===== src/rtl/num_to_str_pkg.sv =====
// num_to_str_pkg: shared types and constants for the number-to-ASCII converter.
//   state_t     : converter FSM states
//   ASCII_ZERO  : ASCII "0", base for digit characters
//   ASCII_MINUS : ASCII "-", sign prefix in signed builds
//   IDX_MAX     : index of the most significant decimal digit (10^9)
//   POW10_TABLE : 10^0 .. 10^9 as 32-bit unsigned values, indexed by digit index
package num_to_str_pkg;

  typedef enum logic [1:0] {
    IDLE,
    CALC,
    SEND,
    TERM
  } state_t;

  localparam logic [7:0] ASCII_ZERO  = 8'h30;
  localparam logic [7:0] ASCII_MINUS = 8'h2D;
  localparam logic [3:0] IDX_MAX     = 4'd9;

  // Element [i] holds 10^i; the concatenation lists the highest index first.
  localparam logic [9:0][31:0] POW10_TABLE = {
    32'd1000000000,
    32'd100000000,
    32'd10000000,
    32'd1000000,
    32'd100000,
    32'd10000,
    32'd1000,
    32'd100,
    32'd10,
    32'd1
  };

endpackage


===== src/rtl/num_to_str_pow10.sv =====
// num_to_str_pow10: combinational power-of-ten lookup.
//   idx : decimal digit index 0..9
//   pow : 10^idx (zero for indices above 9, which the converter never produces)
module num_to_str_pow10
  import num_to_str_pkg::*;
(
  input  logic [3:0]  idx,
  output logic [31:0] pow
);

  always_comb begin
    pow = '0;
    if (idx <= IDX_MAX) begin
      pow = POW10_TABLE[idx];
    end
  end

endmodule


===== src/rtl/num_to_str.sv =====
// num_to_str: converts a 32-bit number to decimal ASCII, one character per
// handshake, followed by a terminator byte. Digits are found by repeated
// subtraction of 10^idx, most significant first; leading zeros are skipped.
//   clk    : clock, rising edge
//   rst_n  : synchronous active-low reset
//   n_dtm  : number to convert, accepted when n_vld && n_rdy
//   n_vld  : n_dtm valid
//   n_rdy  : converter idle and able to accept a number
//   s_dtm  : ASCII character out
//   s_vld  : s_dtm valid
//   s_rdy  : downstream accepts s_dtm
// Parameter TERM_CHAR: byte emitted after the last digit (default newline).
// Build option NUM_TO_STR_SIGNED_EN: treat n_dtm as two's complement and
// prefix negative numbers with "-".
module num_to_str
  import num_to_str_pkg::*;
#(
  parameter logic [7:0] TERM_CHAR = 8'h0A
) (
  input  logic        clk,
  input  logic        rst_n,
  input  logic [31:0] n_dtm,
  input  logic        n_vld,
  output logic        n_rdy,
  output logic [7:0]  s_dtm,
  output logic        s_vld,
  input  logic        s_rdy
);

  state_t      state_q, state_d;
  logic [31:0] rem_q, rem_d;
  logic [3:0]  idx_q, idx_d;
  logic [3:0]  digit_q, digit_d;
  logic        started_q, started_d;
  logic [7:0]  s_dtm_q, s_dtm_d;
  logic        sign_q, sign_d;     // "-" currently being sent, idx not yet consumed

  logic [31:0] pow;
  logic [31:0] cap_rem;
  logic        cap_neg;

  num_to_str_pow10 u_pow10 (
    .idx (idx_q),
    .pow (pow)
  );

`ifdef NUM_TO_STR_SIGNED_EN
  // Magnitude as unsigned: 0x80000000 negates to itself, which reads as 2^31.
  assign cap_neg = n_dtm[31];
  assign cap_rem = n_dtm[31] ? (~n_dtm + 32'd1) : n_dtm;
`else
  assign cap_neg = 1'b0;
  assign cap_rem = n_dtm;
`endif

  always_ff @(posedge clk) begin
    if (!rst_n) begin
      state_q   <= IDLE;
      rem_q     <= '0;
      idx_q     <= IDX_MAX;
      digit_q   <= '0;
      started_q <= 1'b0;
      s_dtm_q   <= '0;
      sign_q    <= 1'b0;
    end else begin
      state_q   <= state_d;
      rem_q     <= rem_d;
      idx_q     <= idx_d;
      digit_q   <= digit_d;
      started_q <= started_d;
      s_dtm_q   <= s_dtm_d;
      sign_q    <= sign_d;
    end
  end

  always_comb begin
    state_d   = state_q;
    rem_d     = rem_q;
    idx_d     = idx_q;
    digit_d   = digit_q;
    started_d = started_q;
    s_dtm_d   = s_dtm_q;
    sign_d    = sign_q;

    unique case (state_q)
      IDLE: begin
        if (n_vld) begin
          rem_d     = cap_rem;
          idx_d     = IDX_MAX;
          digit_d   = '0;
          started_d = 1'b0;
          if (cap_neg) begin
            sign_d  = 1'b1;
            s_dtm_d = ASCII_MINUS;
            state_d = SEND;
          end else begin
            state_d = CALC;
          end
        end
      end

      CALC: begin
        if (rem_q >= pow) begin
          rem_d   = rem_q - pow;
          digit_d = digit_q + 4'd1;
        end else if (digit_q == 4'd0 && !started_q && idx_q != 4'd0) begin
          idx_d   = idx_q - 4'd1;
          digit_d = '0;
        end else begin
          s_dtm_d   = ASCII_ZERO + {4'h0, digit_q};
          started_d = 1'b1;
          state_d   = SEND;
        end
      end

      SEND: begin
        if (s_rdy) begin
          if (sign_q) begin
            // Sign sent: start the magnitude at the same (top) digit index.
            sign_d  = 1'b0;
            state_d = CALC;
          end else if (idx_q != 4'd0) begin
            idx_d   = idx_q - 4'd1;
            digit_d = '0;
            state_d = CALC;
          end else begin
            s_dtm_d = TERM_CHAR;
            state_d = TERM;
          end
        end
      end

      TERM: begin
        if (s_rdy) begin
          state_d = IDLE;
        end
      end

      default: state_d = IDLE;
    endcase
  end

  assign n_rdy = (state_q == IDLE);
  assign s_vld = (state_q == SEND) || (state_q == TERM);
  assign s_dtm = s_dtm_q;

endmodule


===== config.mk =====
export PLATFORM = sky130hd
export DESIGN_NAME = num_to_str
export DESIGN_NICKNAME = d
export VERILOG_FILES = /design/src/rtl/num_to_str_pkg.sv /design/src/rtl/num_to_str_pow10.sv /design/src/rtl/num_to_str.sv
export SDC_FILE = /design/constraint.sdc
export NUM_CORES = 1
export LEC_CHECK = 0
export CAP_MARGIN = 0
export CORE_ASPECT_RATIO = 1.75
export CORE_MARGIN = 2
export CORE_UTILIZATION = 63
export DETAILED_ROUTE_END_ITERATION = 16
export PLACE_DENSITY = 0.91
export SYNTH_ARGS = -nofsm -noshare
export SYNTH_HDL_FRONTEND = slang
export SYNTH_SLANG_ARGS = --single-unit

===== constraint.sdc =====
create_clock -name clk -period 7.1 [get_ports clk]
set_clock_uncertainty 0.05 [all_clocks]
set_input_delay 0.71 -clock clk [delete_from_list [all_inputs] [get_ports clk]]
set_output_delay 0.71 -clock clk [all_outputs]
set_load 0.05 [all_outputs]

After elaboration in Yosys (flattened, before gate mapping)
Memory sizes are Yosys's and may differ from the RTL's. A register that Yosys moved wholly into a read port is not among the register bits.
Index checks and enable logic that the tools add are counted.
- flip-flop bits (word level): 51
- ROM bits: 512
- input port bits: 36
- output and inout bits: 10
- word-level logic and storage cells: 78
- memories kept: 1
- add/sub/neg operators: 4
- magnitude comparators: 3
- equality and inequality tests: 13
- mux-type cells: 35
- reductions and logical operators: 16
- memory list (name ; depth ; width ; rd ports ; clocked after memory_dff ; wr ports ; RTL line ; RTL):
    (name not given) ; 16 ; 32 ; 1 ; 1 ; 0 ; num_to_str_pow10.sv:14 ; pow = POW10_TABLE[idx];
- operators by type and width (kind ; number):
    $mux W32 ; 4
    $pmux W32 S2 ; 1
    $mux W4 ; 12
    $ge A32 B32 Y1 ; 1
    $mux W8 ; 4
    $sub A32 B32 Y32 ; 1
    $pmux W4 S3 ; 2
    $ne A2 B2 Y1 const B ; 9
    $pmux W8 S2 ; 1
    $reduce_and A5 Y1 ; 3
    $mux W2 ; 6
    $pmux W2 S4 ; 1
    $add A6 B4 Y7 const A ; 1
    $reduce_and A6 Y1 ; 1
    $lt A4 B5 Y1 const B ; 1
    $add A4 B1 Y4 const B ; 1
    $eq A2 B2 Y1 const B ; 2
    $le A4 B4 Y1 const B ; 1
    $logic_not A4 Y1 ; 1
    $reduce_and A4 Y1 ; 1
    $reduce_bool A2 Y1 ; 2
    $reduce_bool A4 Y1 ; 1
    $sub A4 B1 Y4 const B ; 1
    $mux W1 ; 3
    other kinds (9) ; 10

Depth between registers and ports, before layout
Gate-level depths: netlist of run 1.
- depth in word-level cells: 8
- gate-level depth with buffers: 19
- depth with buffers taken out: 18

Hierarchy
Synthesis of run 1 repeated with hierarchy kept, for this count alone.
- cells, all modules: 633
- area total of the unflattened synthesis: 4862.2 um^2
- modules (own cells, without submodules) (module ; instances ; cells each ; area each (um^2) ; seq. area each (um^2)):
    num_to_str ; 1 ; 573 ; 4399.2 ; 960.9
    num_to_str_pow10 ; 1 ; 60 ; 462.9 ; 0.0

Worst setup path before layout of run 1
No wires, ideal clock.
- path kind: reg2reg
- start point: register idx_q[0]
- end point: register with a tool-made name
- setup time: 0.117 ns
- arrival: 4.270 ns
- data required time: 6.933 ns
- setup slack: 2.663 ns
- cell stages (with the launch flop): 18
- buffers on the path: 1
- period minus slack after synthesis: 4.437 ns
- cell sequence: dfxtp_1 inv_1 ha_1 nor2_1 o21ai_0 clkbuf_1 nand2_1 ha_1 a211o_1 or2_1 o22a_1 a211o_4 o41ai_4 a21oi_1 o21ai_2 inv_1 ha_1 a22o_1
- RTL lines (element ; RTL line ; RTL):
    start: declaration ; num_to_str.sv:32 ; logic [3:0] idx_q, idx_d;
    start signal: assignment ; num_to_str.sv:68 ; idx_q <= idx_d;

==> results.json, run 1 <==
{
  "dp_hpwl_um": 10600,
  "vias": 5223,
  "cts_setup_buffers": 0,
  "numCtsBuffers": 9,
  "fin_tns_setup_ns": 0,
  "yosys.area_share.simple": 0.218,
  "grt_pass1_wl_um": 23800,
  "post-route-period-util": 0.675,
  "root_buffer": "clkbuf_16",
  "nets": 763,
  "finalInstanceArea_sq_mm": 0.00604,
  "status": "complete, no violations",
  "clkTransAtPathRegs_ns": 0.06,
  "die_x_um": 72.9,
  "yosysSeqAreaShare": 0.272,
  "synth_compound_area_frac": 0.293,
  "synth_top_area_share": 0.272,
  "grt_antenna_before_repair": 0,
  "cts_resized": 0,
  "grt_max_degree": 49,
  "yosysWarnings": 0,
  "syn_to_final_growth_pct": 15.7,
  "reg2reg_from": "idx_q[0]$_SDFFE_PN1N_",
  "stdcell_count": 781,
  "rrSetupSlack_ns": 2.31,
  "drive_gt1_frac": 0.0726,
  "final_util": 0.737,
  "synthTopCellsByArea": "dfxtp_1 (27%), ha_1 (10%), a21oi_1 (5.3%)",
  "io_pins": 46,
  "cts_sinks": 71,
  "ys.flop_type": "dfxtp_1",
  "cap_violations": 0,
  "synthXorXnorAreaFrac": 0.0302,
  "ir_worst_vdd_uv": 315,
  "worst_pin_slew_ns": 1.17,
  "cp-start-kind": "register",
  "insertion_delay_ns": 0.35,
  "synthMuxAreaShare": 0.0290,
  "required_ns": 7.23,
  "synth_seq_cells": 71,
  "via_per_inst": 6.69,
  "synth_top_family_by_area": "compound AO/OA/AOI/OAI gates",
  "drt_first_pass_iters": 6,
  "placed_area_sq_mm": 0.00567,
  "first_iter_violations": 466,
  "dpl.cell_count": 765,
  "drt-total-wl_um": 14900,
  "post_drt_wl_per_cell_um": 19.1,
  "setup_viol": 0,
  "yosysTopAreaCell": "dfxtp_1",
  "path_class": "reg -> reg",
  "port_buffers": 43,
  "synth.distinct_cells": 78,
  "ant_nets": 0,
  "synthCells": 656,
  "crit_start": "idx_q[0]$_SDFFE_PN1N_",
  "clock.fmax_mhz": 209,
  "async_reset_ff_frac": 0,
  "overflow": 0,
  "start_util": 0.637,
  "synth-edff-count": 0,
  "grt_usage": 0.335,
  "syn-mean-instance-area_sq_um": 7.97,
  "hold_violations": 0,
  "rows": 44,
  "min_from": "rem_q[0]$_SDFFE_PN0P_",
  "drc": 0,
  "cts_hold_buffers": 0,
  "coreArea_sq_mm": 0.00820,
  "yosysMostFrequentCell": "dfxtp_1",
  "die_y_um": 124,
  "cp-end-kind": "register",
  "cts_tree": "done",
  "worstPathMaxFanout": 23,
  "worstPathArrival_ns": 4.93,
  "grt_pass1_vias": 5083,
  "leakage_uw": 0.00253,
  "antennaDiodeCount": 0,
  "hp-class": "reg -> reg",
  "syn_area_sq_mm": 0.00523,
  "final_max_slew_viol_count": 0,
  "synth-adder-area-share": 0.104,
  "synthTopCellsByCount": "dfxtp_1 (71), nand2_1 (65), nor2_1 (61)",
  "power.density_mw_per_mm2": 538,
  "die_area_sq_mm": 0.00907,
  "relSlewSlack": 0.217,
  "h-tree-depth": 3,
  "period_needed_ns": 4.79,
  "clock_path_buffers": 2,
  "place_congestion": 1.01,
  "rsz0062_at_grt": "false"
}
==> worst max-delay path, cell delays in order (launching register included) <==
cell      delay (ns)
dfxtp_1         0.35
inv_1           0.15
ha_1            0.27
nor2_1          0.06
o21ai_1         0.11
buf_4           0.26
nand2_1         0.16
ha_1            0.37
a211o_1         0.32
or2_1           0.25
o22a_1          0.22
a211o_4         0.40
o41ai_4         0.49
a21oi_1         0.22
o21ai_2         0.36
inv_1           0.13
ha_1            0.25
inv_1           0.09
o221ai_1        0.11
==> cell type report <==
class / instances / area (sq um)
sequential: 71 / 1420
multi-input combinational: 519 / 3530
clock inverter: 7 / 145
timing repair buffer: 49 / 475
inverter: 34 / 128
tap: 92 / 115
fill: 602 / 2160
clock buffer: 9 / 225
==> report_power, final <==
| group | switching, uW | internal (uW) |
|---|---|---|
| registers | 75.4 | 511 |
| clock network | 191 | 380 |
| logic | 1320 | 772 |
| total | 1590 | 1660 |
==> final timing paths <==
check,cells past startpoint,to
max,18,register
min,2,rem_q[0]$_SDFFE_PN0P_
max reg2reg,18,register
min reg2reg,2,rem_q[0]$_SDFFE_PN0P_
==> placed cells by master, fill, tap and decap left out, drive strengths merged, types with 6 or more instances in the layout <==
cell,count
dfxtp,71
nand2,65
nor2,61
a21oi,55
o21ai,49
clkdlybuf4s50,43
ha,42
inv,34
a21o,19
nand3,17
a211oi,17
mux2i,14
xnor2,13
a31oi,12
clkbuf,9
nor4,9
nor2b,8
nor3,8
o22ai,8
nand2b,6
and2,6
buf,6
o211ai,6
a211o,6
o21a,6
==> per-stage QoR <==
stage | total power, uW | worst slack, ns | hold slack [ns]
after floorplan | 2160 | 2.66 | 0.382
after global placement | 2540 | 2.64 | 0.393
after detailed placement | 2610 | 2.47 | 0.402
after CTS | 3210 | 2.37 | 0.410
after global routing | 3450 | 1.98 | 0.441
final | 3250 | 2.31 | 0.409
==> per-layer routing <==
metal  global-route usage  wire length (um)  up-vias  part of all wire
met5                    0                 0        -                 0
met4                0.204               888        0             0.059
met3               0.0558               787       85             0.053
met2                0.589              7790      239              0.52
met1                0.358              5490     2439              0.37
li1                     -                 -     2460                 -
==> kinds of logic (layout without fill, tap and decap cells) <==
| logic type | Yosys count | count (layout) |
|---|---|---|
| buffers and inverters | 67 | 99 |
| AO/OA/AOI/OAI | 222 | 222 |
| other | 1 | 2 |
| multiplexers | 15 | 15 |
| flip-flops | 71 | 71 |
| AND/OR/NAND/NOR | 219 | 219 |
| XOR/XNOR | 18 | 18 |
| adder cells (fa/ha/maj) | 43 | 43 |
Note: power is estimated with default switching activity, not from simulation.
==> inputs of run 2 (changes only) <==
--- a/config.mk
+++ b/config.mk
@@ -8,9 +8,9 @@
 export CAP_MARGIN = 0
 export CORE_ASPECT_RATIO = 1.75
 export CORE_MARGIN = 2
-export CORE_UTILIZATION = 63
+export CORE_UTILIZATION = 59
 export DETAILED_ROUTE_END_ITERATION = 16
-export PLACE_DENSITY = 0.91
+export PLACE_DENSITY = 0.86
 export SYNTH_ARGS = -nofsm -noshare
 export SYNTH_HDL_FRONTEND = slang
 export SYNTH_SLANG_ARGS = --single-unit
==> constraint.sdc (replaced) <==
create_clock -name clk -period 4.9 [get_ports clk]
set_clock_uncertainty 0.05 [all_clocks]
set_input_delay 0.49 -clock clk [delete_from_list [all_inputs] [get_ports clk]]
set_output_delay 0.49 -clock clk [all_outputs]
set_load 0.05 [all_outputs]
==> run 2 against run 1 <==
First-iteration DRC count increased by 11%. Count of clock-buffer cells in the layout increased by 1. Non-clock buffer count increased by 8. Register-to-register slack got worse by 2.1 ns. Largest cell class unchanged. Largest power group unchanged.
==> results.json, run 2 (synthesized netlist as in run 1, its figures left out) <==
{
  "status": "complete, no violations",
  "clkPwrFrac": 0.137,
  "place_congestion": 0.941,
  "ant_nets": 0,
  "via_per_inst": 6.45,
  "io_pins": 46,
  "cp-start-kind": "register",
  "coreArea_sq_mm": 0.00867,
  "syn_to_final_growth_pct": 16.0,
  "mostFrequentLayoutCells": "dfxtp_1 (71), nand2_1 (65), nor2_1 (61)",
  "die_y_um": 129,
  "cp-end-kind": "register",
  "setup_viol": 0,
  "fin_tns_setup_ns": 0,
  "p_int_uw": 2240,
  "reg2reg_from": "idx_q[0]$_SDFFE_PN1N_",
  "hold_violations": 0,
  "switching_share": 0.509,
  "post-route-period-util": 0.961,
  "dp_hpwl_um": 11000,
  "drt-total-wl_um": 15000,
  "hold_path_depth": 2,
  "root_buffer": "clkbuf_16",
  "antennaDiodeCount": 0,
  "cts_tree": "done",
  "die_area_sq_mm": 0.00966,
  "drive_gt1_frac": 0.0875,
  "path_delay_family": "compound AO/OA/AOI/OAI gates",
  "critPathBufInv": 3,
  "slowest_stage": "o41ai_4",
  "grt_usage": 0.320,
  "relSlewSlack": 0.378,
  "post_drt_wl_per_cell_um": 18.4,
  "path_class": "reg -> reg",
  "ir_worst_vdd_uv": 653,
  "nets": 771,
  "clock_path_buffers": 2,
  "combPwrFrac": 0.677,
  "numCtsBuffers": 9,
  "crit_chain": "inv_1 > ha_2 > nor2_1 > o21ai_2 > buf_6 > nand2_1 > ha_1 > a21o_1 > a31oi_1 > and4b_1 > a211o_4 > o41ai_4 > a21oi_2 > o21ai_2 > inv_1 > ha_1 > a22o_1",
  "worstPathMaxFanout": 19,
  "period_needed_ns": 4.71,
  "worstPathArrival_ns": 4.89,
  "insertion_delay_ns": 0.35,
  "rows": 45,
  "cap_violations": 0,
  "min_from": "rem_q[0]$_SDFFE_PN0P_",
  "power_frac_seq": 0.186,
  "start_util": 0.603,
  "overflow": 0,
  "leakage_uw": 0.00252,
  "final_max_slew_viol_count": 0,
  "switchingPower_uw": 2320,
  "fin_hold_ws_ns": 0.406,
  "h-tree-depth": 3,
  "hold_end": "rem_q[0]$_SDFFE_PN0P_",
  "rrSetupSlack_ns": 0.19,
  "power.density_mw_per_mm2": 753,
  "clkTransAtPathRegs_ns": 0.06,
  "required_ns": 5.09,
  "vias": 5249,
  "grt_antenna_before_repair": 0,
  "cpPeakStageDelay_ns": 0.55,
  "grt_pass1_vias": 5158,
  "n_fill_cell": 734,
  "drt_first_pass_iters": 6,
  "worst_pin_slew_ns": 0.927,
  "layout_commonest_cell": "dfxtp_1",
  "p_total_uw": 4560,
  "cts_sinks": 71,
  "drc": 0,
  "port_buffers": 43,
  "hp-class": "reg -> reg",
  "die_x_um": 75.1,
  "first_iter_violations": 518,
  "rr_worst_depth": 17,
  "clock.fmax_mhz": 212,
  "grt_pass1_wl_um": 24000,
  "grt_max_degree": 45
}
==> run 2: cell type report <==
class | count | area, sq um | area share
well taps | 117 | 146 | 0.0241
multi-input cells | 519 | 3550 | 0.586
flip-flops and latches | 71 | 1420 | 0.234
clock inverters | 6 | 46.3 | 0.00764
repair buffers | 57 | 539 | 0.0890
clock buffers | 10 | 229 | 0.0378
inverters | 34 | 128 | 0.0211
==> run 2: power groups by stage <==
stage | Sequential, uW | Clock [uW] | Combinational (uW)
final | 848 | 626 | 3090
after global placement | 848 | 0 | 2880
after floorplan | 856 | 0 | 2280
after global routing | 863 | 650 | 3340
after CTS | 843 | 625 | 3010
after detailed placement | 852 | 0 | 2990
==> run 2: through the flow <==
| step | cells | cell area, sq um | utilization | setup slack [ns] |
|---|---|---|---|---|
| finish | 814 | 6060 | 0.699 | 0.193 |
| global route | 814 | 6060 | 0.699 | -0.0866 |
| CTS | 811 | 6030 | 0.695 | 0.0822 |
| detailed placement | 795 | 5740 | 0.662 | -0.0277 |
| global placement | 795 | 5740 | 0.662 | 0.236 |
| floorplan | 657 | 5230 | - | 0.463 |
==> run 2: repair_timing <==
action / 4_1_cts / 5_1_grt
gates resized for setup: 1 / 4
setup buffers: 0 / 3
pin swaps: 0 / 2
endpoints found under the setup margin: 8 / 16
hold buffers: 0 / 0
gates cloned: 0 / 0
==> run 2: how the worst max path moves through the flow <==
stage	startpoint	endpoint	slack (ns)	depth (start not counted)
global placement	idx_q[0]$_SDFFE_PN1N_	register	0.24	18
global route	idx_q[0]$_SDFFE_PN1N_	register	-0.09	18
floorplan	idx_q[0]$_SDFFE_PN1N_	register	0.46	17
CTS	idx_q[0]$_SDFFE_PN1N_	register	0.08	17
detailed placement	idx_q[0]$_SDFFE_PN1N_	register	-0.03	18
finish	idx_q[0]$_SDFFE_PN1N_	register	0.19	17
==> run 2: worst register-to-register path, cell delays in order, from the launching register on <==
cell and delay, ns:
dfxtp_1 0.37, inv_1 0.18, ha_2 0.27, nor2_1 0.07, o21ai_2 0.22, buf_6 0.22, nand2_1 0.08, ha_1 0.35
a21o_1 0.22, a31oi_1 0.28, and4b_1 0.27, a211o_4 0.36, o41ai_4 0.55, a21oi_2 0.19, o21ai_2 0.32, inv_1 0.12
ha_1 0.25, a22o_1 0.23
==> run 2: metal layers <==
layer	track usage	routed length, um	vias to the layer above
met3	0.0587	889	80
met4	0.197	862	0
met5	0	0	-
met1	0.346	5480	2434
met2	0.557	7750	252
li1	-	-	2483
==> inputs of run 3 (changes only) <==
--- a/config.mk
+++ b/config.mk
@@ -7,10 +7,12 @@
 export LEC_CHECK = 0
 export CAP_MARGIN = 0
 export CORE_ASPECT_RATIO = 1.75
-export CORE_MARGIN = 2
+export CORE_MARGIN = 4
 export CORE_UTILIZATION = 59
 export DETAILED_ROUTE_END_ITERATION = 16
+export GPL_TIMING_DRIVEN = 0
 export PLACE_DENSITY = 0.86
+export RECOVER_POWER = 100
 export SYNTH_ARGS = -nofsm -noshare
 export SYNTH_HDL_FRONTEND = slang
 export SYNTH_SLANG_ARGS = --single-unit
==> run 3 against run 2 <==
Worst hold slack gained 0.0085 ns. Clock power rose by 13%. First-iteration DRC count is 20% lower. Final cell count rose by 3.2%. Largest power group unchanged.
==> results.json, run 3 (synthesized netlist as in run 1, its figures left out) <==
{
  "rows": 45,
  "root_buffer": "clkbuf_16",
  "cap_violations": 0,
  "grt_antenna_before_repair": 0,
  "p_total_uw": 4770,
  "overflow": 0,
  "place_congestion": 0.991,
  "cp_common_cell": "inv_1",
  "numCtsBuffers": 9,
  "worstPathArrival_ns": 4.97,
  "cp-start-kind": "register",
  "syn_to_final_growth_pct": 19.4,
  "cpPeakStageDelay_ns": 0.53,
  "drt-total-wl_um": 16500,
  "p_int_uw": 2330,
  "rr_worst_depth": 19,
  "reg2reg_from": "idx_q[0]$_SDFFE_PN1N_",
  "worst_pin_slew_ns": 0.908,
  "switching_share": 0.510,
  "period_needed_ns": 4.75,
  "stdcell_count": 840,
  "hp-class": "reg -> reg",
  "crit_chain": "inv_1 > ha_2 > nor2_1 > o21ai_2 > buf_4 > buf_6 > nand2_1 > ha_1 > a21o_1 > a31oi_2 > and4b_1 > a211o_4 > o41a_4 > nor4_4 > o21ai_4 > inv_1 > ha_1 > inv_1 > o21ai_0",
  "dpl.cell_count": 816,
  "clkTransAtPathRegs_ns": 0.07,
  "layout_commonest_cell": "dfxtp_1",
  "ir_worst_vdd_uv": 587,
  "grt_pass1_vias": 5287,
  "cts_hold_buffers": 0,
  "grt_pass1_wl_um": 26000,
  "drc": 0,
  "cp-end-kind": "register",
  "combPwrFrac": 0.674,
  "coreArea_sq_mm": 0.00867,
  "die_area_sq_mm": 0.0105,
  "clkPwrFrac": 0.148,
  "die_x_um": 79.1,
  "register_area_sq_mm": 0.00142,
  "start_util": 0.603,
  "relSlewSlack": 0.395,
  "port_buffers": 42,
  "insertion_delay_ns": 0.35,
  "clock.fmax_mhz": 210,
  "path_class": "reg -> reg",
  "cts_sinks": 71,
  "via_per_inst": 6.47,
  "grt_usage": 0.318,
  "multi_input_comb_area_sq_mm": 0.00358,
  "power.density_mw_per_mm2": 764,
  "grt_max_degree": 15,
  "slowest_stage": "o41a_4",
  "post_drt_wl_per_cell_um": 19.7,
  "post-route-period-util": 0.970,
  "drive_gt1_frac": 0.107,
  "first_iter_violations": 414,
  "path_depth": 19,
  "crit_start": "idx_q[0]$_SDFFE_PN1N_",
  "drt_first_pass_iters": 5,
  "dp_hpwl_um": 12400,
  "io_pins": 46,
  "leakage_uw": 0.00263,
  "power_frac_seq": 0.178,
  "path_delay_family": "compound AO/OA/AOI/OAI gates",
  "mostFrequentLayoutCells": "dfxtp_1 (70), nand2_1 (63), nor2_1 (61)",
  "required_ns": 5.11,
  "worstPathMaxFanout": 10,
  "status": "complete, no violations",
  "nets": 797,
  "die_y_um": 133,
  "h-tree-depth": 3,
  "setup_viol": 0,
  "switchingPower_uw": 2430,
  "ant_nets": 0,
  "vias": 5435,
  "final_max_slew_viol_count": 0,
  "n_fill_cell": 741,
  "cts_tree": "done",
  "rrSetupSlack_ns": 0.15,
  "critPathBufInv": 5,
  "clock_path_buffers": 2,
  "hold_violations": 0,
  "final_util": 0.719,
  "antennaDiodeCount": 0
}
run 3: cell types whose count changed in the layout (fill, tap and decap cells not counted), moves of 2 or more:
cell,change
clkinv_4,-2
clkbuf_2,+4
inv_6,+2
dlygate4sd3_1,+8
ha_1,-2
clkdlybuf4s50_1,-9
buf_2,+5
nand2_2,+2
nand2_1,-2
clkbuf_1,+15
run 3: timing repair:
item	4_1_cts	5_1_grt
endpoints found under the hold margin	0	0
gates resized for setup	8	18
pin swaps	2	5
setup endpoints to repair	59	49
buffers inserted	2	7
run 3: how the worst min path moves through the flow:
stage / from / to / slack [ns] / cells past startpoint
floorplan: rem_q[0]$_SDFFE_PN0P_ / rem_q[0]$_SDFFE_PN0P_ / 0.38 / 2
global placement: rem_q[0]$_SDFFE_PN0P_ / rem_q[0]$_SDFFE_PN0P_ / 0.39 / 2
global route: rem_q[9]$_SDFFE_PN0P_ / rem_q[9]$_SDFFE_PN0P_ / 0.43 / 2
detailed placement: rem_q[0]$_SDFFE_PN0P_ / rem_q[0]$_SDFFE_PN0P_ / 0.40 / 2
CTS: rem_q[0]$_SDFFE_PN0P_ / rem_q[0]$_SDFFE_PN0P_ / 0.41 / 2
finish: rem_q[0]$_SDFFE_PN0P_ / rem_q[0]$_SDFFE_PN0P_ / 0.41 / 2
run 3: tightest hold or removal path, cell delays in order, from the launching register on:
cell and delay, ns:
dfxtp_1 0.32, nand2_1 0.05, a21oi_1 0.05
run 3: layout make-up:
type / count / share of cell area
Timing Repair Buffer: 51 / 0.0782
Clock inverter: 6 / 0.0120
Multi-Input combinational cell: 519 / 0.574
Inverter: 34 / 0.0205
Sequential cell: 71 / 0.228
Clock buffer: 10 / 0.0383
Tap cell: 117 / 0.0235
Buffer: 32 / 0.0259
run 3: metal layers:
layer	GRT usage	share of wire
met5	0	0
met4	0.214	0.073
met3	0.0497	0.064
met2	0.567	0.51
met1	0.334	0.36
run 3: per-stage QoR:
step | TNS [ns] | hold slack, ns | cell area (sq um) | worst slack, ns
global route | -0.381 | 0.433 | 6240 | -0.0954
finish | 0 | 0.415 | 6240 | 0.147
detailed placement | -24.81 | 0.404 | 5800 | -0.629
floorplan | 0 | 0.382 | 5230 | 0.463
CTS | 0 | 0.411 | 6140 | 0.0252
global placement | -20.89 | 0.393 | 5800 | -0.557
run 3: power groups by stage:
stage | registers (uW) | clock network (uW) | logic, uW
after floorplan | 856 | 0 | 2280
after global placement | 843 | 0 | 2980
final | 847 | 707 | 3210
after global routing | 859 | 735 | 3490
after detailed placement | 851 | 0 | 3050
after CTS | 841 | 707 | 3070
==> RTL edit (flow settings as in run 3) <==
`TERM_CHAR`: 8'h0A -> 8'h07.
--- a/src/rtl/num_to_str.sv
+++ b/src/rtl/num_to_str.sv
@@ -15,7 +15,7 @@
 module num_to_str
   import num_to_str_pkg::*;
 #(
-  parameter logic [7:0] TERM_CHAR = 8'h0A
+  parameter logic [7:0] TERM_CHAR = 8'h07
 ) (
   input  logic        clk,
   input  logic        rst_n,
Function: same outputs for any inputs over 4 cycles, from zero or initial values and one cycle with rst_n low; that may be too few to reach the edited logic, so the function may still have changed.
==> RTL edit against run 3 <==
- sequential share of layout area is 0.17 points lower
- design area rose by 0.64%
- area after synthesis about the same
- wire length about the same
- sequential cell count is the same
- worst setup slack better by 150 ps
- power up 1.4%
- synthesized cell count decreased by 0.15%
- critical path type unchanged
- largest cell class unchanged
==> RTL edit: results (changes against run 3) <==
status finished clean; CTS buffer count 9 (unchanged); Avg Vias per Cell 6.35 (-1.9%); pre-CTS WS -445 ps (+183 ps); Worst VDD drop 0.000537 V (-8.5%); post-synthesis mux area share 0.0271 (-0.00189); most frequent cells after synthesis 71 x dfxtp_1, 65 x nand2_1, 60 x nor2_1; hold endpoint rem_q[0]; gr usage total 0.319 (+0.000796); Hold Path Stages 2 (unchanged); syn_area_per_cell 7.97 sq um (about the same); Int Power 2.38 mW (+2.1%); Synth Area in Adders 0.104 (about the same); nets@finish 796 (-0.13%); placed cells 815 (-0.12%); Leak Pwr 2.62 nW (-0.22%); final non-filler cell total 839 (-0.12%); FMAX 217 MHz (+3.2%); Worst Reg-to-Reg Cells 18 (-1); Slew @ Worst Pin 867 ps (-41.0 ps); CP Data Arrival Time 4820 ps (-150 ps); sequential-to-total area share from yosys stat 0.272 (about the same); EDFF count, synth 0 (unchanged); Compound-Gate Fraction of Synth Area 0.295 (+0.00196); Detail Placement HPWL 12.6 mm (+1.6%); Hold Slack 428 ps (+13.7 ps); XOR/XNOR share of the synthesized area 0.0302 (about the same); first-pass GRT wire length 26.1 mm (+0.37%); routability cong. 0.991 (about the same); vias in the first global route 5,295 (+0.15%); initial drt markers 529 (+28%); area of placed instances 0.00579 sq mm (about the same); proportion of layout cells with a drive suffix above 1 0.105 (-0.00124); antenna violations before repair 0 (unchanged); top post-synthesis cells by area dfxtp_1 27%, ha_1 10%, a21oi_1 5.3%; R2R Setup Slk 300 ps (+150 ps)
## RTL edit: cell count changes in the layout (fill, tap and decap cells not counted), moves of 2 or more
cell,run 3,this run
clkbuf_1,16,18
clkbuf_2,4,0
inv_6,3,1
o21ai_0,44,47
o21ai_1,3,0
## RTL edit: cell families (layout without fill, tap and decap cells)
logic type / after synthesis / after routing
compound gates: 223 / 223
simple gates: 218 / 218
flops: 71 / 71
buf+inv: 67 / 133
fa+ha+maj: 43 / 43
xor+xnor: 18 / 18
mux: 14 / 14
other cells: 1 / 2
## RTL edit: cell type report
| type | instances | area [sq um] |
|---|---|---|
| Clock inverter | 7 | 104 |
| Buffer | 31 | 156 |
| Inverter | 34 | 128 |
| Sequential cell | 71 | 1420 |
| Tap cell | 117 | 146 |
| Fill cell | 747 | 2390 |
| Timing Repair Buffer | 52 | 508 |
| Clock buffer | 9 | 225 |
| Multi-Input combinational cell | 518 | 3590 |
## RTL edit: repair_timing
item,4_1_cts,5_1_grt
gates resized for setup,8,18
buffers inserted,4,6
pin swaps,2,6
endpoints found under the hold margin,0,0
endpoints found under the setup margin,56,45
cloned,0,0
## RTL edit: per-layer routing
metal	share of wire	GRT usage	vias to the layer above
li1	-	-	2519
met1	0.36	0.325	2466
met2	0.52	0.590	259
met3	0.060	0.0531	81
met4	0.062	0.189	0
met5	0	0	-
## RTL edit: power groups by stage
stage | combinational [mW] | clock (mW) | sequential, mW
CTS | 3.14 | 0.734 | 0.848
global placement | 2.99 | 0 | 0.850
floorplan | 2.28 | 0 | 0.871
global route | 3.52 | 0.761 | 0.868
finish | 3.24 | 0.736 | 0.854
detailed placement | 3.06 | 0 | 0.856
